===== src/rtl/muxn_rr.sv =====
// muxn_rr: N-channel, W-bit registered multiplexer with valid/ready on every port.
// Grants one input per cycle, either by fixed select or by round-robin arbitration.
module muxn_rr #(
  parameter int unsigned NCH   = 4,
  parameter int unsigned WIDTH = 32,
  parameter int unsigned SELW  = $clog2(NCH)
) (
  input  logic                 clk,
  input  logic                 rst_n,
  input  logic                 mode,
  input  logic [SELW-1:0]      sel,
  input  logic [NCH*WIDTH-1:0] in,
  input  logic [NCH-1:0]       in_valid,
  output logic [NCH-1:0]       in_ready,
  output logic [WIDTH-1:0]     out,
  output logic                 out_valid,
  input  logic                 out_ready,
  output logic [SELW-1:0]      out_ch
);

  logic [SELW-1:0] ptr;
  logic [SELW-1:0] ptr_nxt;
  logic [SELW-1:0] rr_gnt;
  logic            rr_hit;
  logic [SELW-1:0] gnt;
  logic            gnt_ok;
  logic            sel_ok;
  logic            acc;
  logic            xfer;

  // Round-robin search: first valid channel starting at ptr, wrapping past NCH-1.
  always_comb begin
    int unsigned idx;
    logic [SELW-1:0] c;
    rr_gnt = '0;
    rr_hit = 1'b0;
    idx    = 0;
    c      = '0;
    for (int unsigned k = 0; k < NCH; k++) begin
      idx = 32'(ptr) + k;
      if (idx >= NCH) idx = idx - NCH;
      c = SELW'(idx);
      if (!rr_hit && in_valid[c]) begin
        rr_hit = 1'b1;
        rr_gnt = c;
      end
    end
  end

  always_comb begin
    acc    = !out_valid || out_ready;
    sel_ok = (32'(sel) < NCH);
    if (mode) begin
      gnt    = rr_gnt;
      gnt_ok = rr_hit;
    end else begin
      gnt    = sel;
      gnt_ok = sel_ok;
    end
    // rst_n gating keeps every ready low while reset is asserted.
    in_ready = '0;
    if (acc && gnt_ok && rst_n) in_ready[gnt] = 1'b1;
    xfer    = |(in_ready & in_valid);
    ptr_nxt = (32'(gnt) == NCH - 1) ? '0 : gnt + 1'b1;
  end

  always_ff @(posedge clk or negedge rst_n) begin
    if (!rst_n) begin
      out       <= '0;
      out_valid <= 1'b0;
      out_ch    <= '0;
      ptr       <= '0;
    end else if (xfer) begin
      out       <= in[gnt*WIDTH +: WIDTH];
      out_ch    <= gnt;
      out_valid <= 1'b1;
      if (mode) ptr <= ptr_nxt;
    end else if (out_ready) begin
      out_valid <= 1'b0;
    end
  end

endmodule


===== config.mk =====
export PLATFORM = sky130hd
export DESIGN_NAME = muxn_rr
export DESIGN_NICKNAME = d
export VERILOG_FILES = /design/src/rtl/muxn_rr.sv
export SDC_FILE = /design/constraint.sdc
export NUM_CORES = 1
export LEC_CHECK = 0
export BUFFER_PORTS_ARGS = -buffer_cell sky130_fd_sc_hd__buf_2
export CELL_PAD_IN_SITES_DETAIL_PLACEMENT = 0
export CELL_PAD_IN_SITES_GLOBAL_PLACEMENT = 2
export CORE_UTILIZATION = 23
export CTS_BUF_LIST = sky130_fd_sc_hd__clkbuf_16
export CTS_CLUSTER_SIZE = 14
export DETAILED_ROUTE_END_ITERATION = 8
export PLACE_DENSITY_LB_ADDON = 0.3
export SLEW_MARGIN = 20
export SYNTH_ARGS = -nofsm -noshare
export SYNTH_HDL_FRONTEND = slang
export SYNTH_SLANG_ARGS = --single-unit

===== constraint.sdc =====
create_clock -name clk -period 2.5 [get_ports clk]
set_input_delay 0.125 -clock clk [delete_from_list [all_inputs] [get_ports clk]]
set_output_delay 0.125 -clock clk [all_outputs]
set_load 0.01 [all_outputs]

==> run_results.csv <==
group,metric,value,unit
logic_synthesis,syn_nets,394,
clocking,numCtsBuffers,5,
logic_synthesis,synth_cell_types,47,
route,drtIter0Drc,133,
worst_setup_path,r2r_cells,9,
floorplanning,die_area,13490,sq um
logic_synthesis,synth_top_area_share,0.3207,
clocking,cts_tree,"done",
hold_path,holdPathStages,3,
timing,period_needed,2.484,ns
route,via_count,2702,
status,outcome,"complete, no violations",
timing,tightest_slew,0.4668,ns
route,ant_nets,0,
timing,timing.fmax,402.6,MHz
worst_setup_path,startpoint_type,"flop",
worst_setup_path,worst-setup-path-type,"reg2reg",
timing,rsz0062_at_grt,"yes",
clocking,clk_pin_slew,0.06,ns
layout,antenna_cells,0,
layout,fin_nets,583,
pwr,p_leak,2.424,nW
run,cap_violations,0,
worst_setup_path,max_stage_delay,0.47,ns
hold_path,hp-start,"out_ready",
place,hpwl,6847,microns
logic_synthesis,avgSynthCellArea,11.75,sq um
floorplanning,dieWidth,116.1,microns
layout,final_util,0.3550,
floorplanning,fp.dieH,116.1,microns
clocking,clock_sinks,37,
route,vias_per_cell,4.379,
timing,post-route-period-util,0.9936,
layout,area_growth,50.10,%
grt,grt_overflow,0,
place,portBuffers,176,
floorplanning,rows,41,
worst_setup_path,crit_chain,"dlymetal6s2s_1 > or3b_2 > a211oi_2 > o32a_1 > a211oi_4 > a21oi_4 > buf_12 > clkbuf_16 > mux2_4",
worst_setup_path,cp_slowest_cell,"or3b_2",
place,dp_worst_setup_slack,0.04500,ns
logic_synthesis,synthTopCellsByArea,"mux2i_1 (32%), dfrtp_1 (31%), mux2_4 (15%)",
route,dr.pass1.iters,4,
clocking,clockBufferDepth,2,
hold_path,hp-class,"in2reg",
grt,grt_use_total,0.1323,
pwr,power.density,925.7,nW/um^2
grt,antenna_found_initial,0,
logic_synthesis,yosysSeqAreaShare,0.3090,
logic_synthesis,ys_warn_count,0,
grt,grt_pass1_vias,2634,
worst_setup_path,cp-end-kind,"flop",
route,drc,0,
layout,drive_above_1_share,0.5865,
clocking,htree_levels,2,
logic_synthesis,synth_area,2997,sq um
place,gp_congestion,0.7639,
timing,drv_slew,0,
timing,skew,0.007785,ns
worst_setup_path,r2r_start,"ptr[1]",
floorplanning,core-area,12670,sq um
clocking,clockRootBuffer,"clkbuf_16",
pwr,ir_drop,477.2,uV
pwr,power,4.164,mW
worst_setup_path,crit_required,2.66,ns
worst_setup_path,arrival,2.65,ns
grt,grt_max_degree,38,
logic_synthesis,ys_ff_latch,37,
timing,finalHoldViolCount,0,
route,wire_per_inst,14.81,microns
grt,grt_first_pass_wirelength,13540,microns
route,wl,9136,microns
floorplanning,initial_core_util,0.2365,
worst_setup_path,crit_fanout,12,
logic_synthesis,synth_cells,255,
floorplanning,ios,177,
timing,slew-limit-headroom,0.6808,
logic_synthesis,yosysTopAreaCell,"mux2i_1",
timing,setup_viol,0,
clocking,clk_latency,0.28,ns
timing,fin_ws,0.01593,ns
worst_setup_path,crit_path_start,"ptr[1]",
state kept, by name, summed over array words and instances, names as in the netlist:
name and count:
out_valid 1, out_ch 2, out 32, ptr 2
per-layer routing:
layer  part of all wire  vias up  GRT usage
met5                  0        -          0
met4             0.0090        0    0.03333
li1                   -     1329          -
met2               0.49      125     0.2294
met1               0.42     1241     0.1577
met3              0.080        7    0.04307
worst max-delay path, delay by kind of cell (launching register included):
family,cells,cell delay (ns)
buffers and inverters,3,0.50
AND/OR/NAND/NOR,1,0.47
multiplexers,1,0.30
flip-flops,1,0.43
AO/OA/AOI/OAI,4,0.66
power by group:
part	switching [mW]	internal, mW
logic	1.04	1.31
clock network	0.254	0.467
registers	0.181	0.909
total	1.47	2.69
metrics by stage:
step                hold slack [ns]  cell area, sq um  instances   TNS, ns
finish                       0.1230              4498        617         0
global route                 0.1349              4498        617    -1.156
CTS                          0.1147              4357        609         0
detailed placement           0.2418              4177        600         0
global placement             0.2246              4177        600         0
floorplan                   -0.1706              3057        255  -0.04229
worst paths after layout:
kind | to | slack (ns)
worst max-delay path | out[31] | 0.02
worst min-delay path | out_valid | 0.12
worst max register to register | out[31] | 0.02
worst min register to register | out_valid | 0.50
max in group asynchronous | ptr[1] | 1.62
min in group asynchronous | out_ch[0] | 0.52
cell usage in the layout, fill, tap and decap left out, drive strengths merged, types with 2 or more instances in the layout:
cell type,count
nor2b,5
nor2,6
and2,3
dfrtp,37
clkbuf,7
mux2,35
o21ai,3
o32a,2
mux2i,96
buf,197
nor3,2
nand2,8
nand3,2
a211oi,5
clkinv,2
nand2b,5
a21oi,5
kinds of logic after synthesis:
family / Yosys count / share of synthesized area
mux: 132 / 0.4960
flops: 37 / 0.3090
simple gates: 38 / 0.07141
buf+inv: 21 / 0.04342
compound gates: 26 / 0.07600
fa+ha+maj: 1 / 0.004175
area by class of cell:
class,instances,area (sq um)
inverter,2,10.01
clock inverter,3,41.29
clock buffer,5,125.1
fill,1294,8173
multi-input combinational,197,1998
tap,172,215.2
sequential,37,928.4
timing repair buffer,201,1180
repair_timing:
| item | in CTS | in global routing |
|---|---|---|
| gates resized for setup | 1 | 7 |
| buffers inserted | 0 | 6 |
| pin swaps | 0 | 4 |
| hold buffers | 1 | 0 |
| endpoints found under the setup margin | 1 | 36 |
| hold endpoints to repair | 37 | 0 |
| gates cloned | 0 | 2 |
Yosys cell counts, drive strengths merged:
cell	n
a32oi	1
ha	1
nor2b	5
and3	1
a41oi	1
o311ai	1
clkbuf	1
a22oi	1
mux2i	96
a211o	1
a2111oi	1
clkinv	1
nand2	8
nand4	1
and2	3
nand3	2
a211oi	5
a21oi	5
nor3b	1
a32o	1
nor2	6
o2111ai	1
o21ai	3
or3b	1
mux4	1
a311o	1
or2	1
mux2	35
or4	1
nand2b	5
a21boi	1
nor4	1
nor3	2
o32a	2
dfrtp	37
inv	1
buf	18
a21o	1
(Power assumes the default switching activity.)
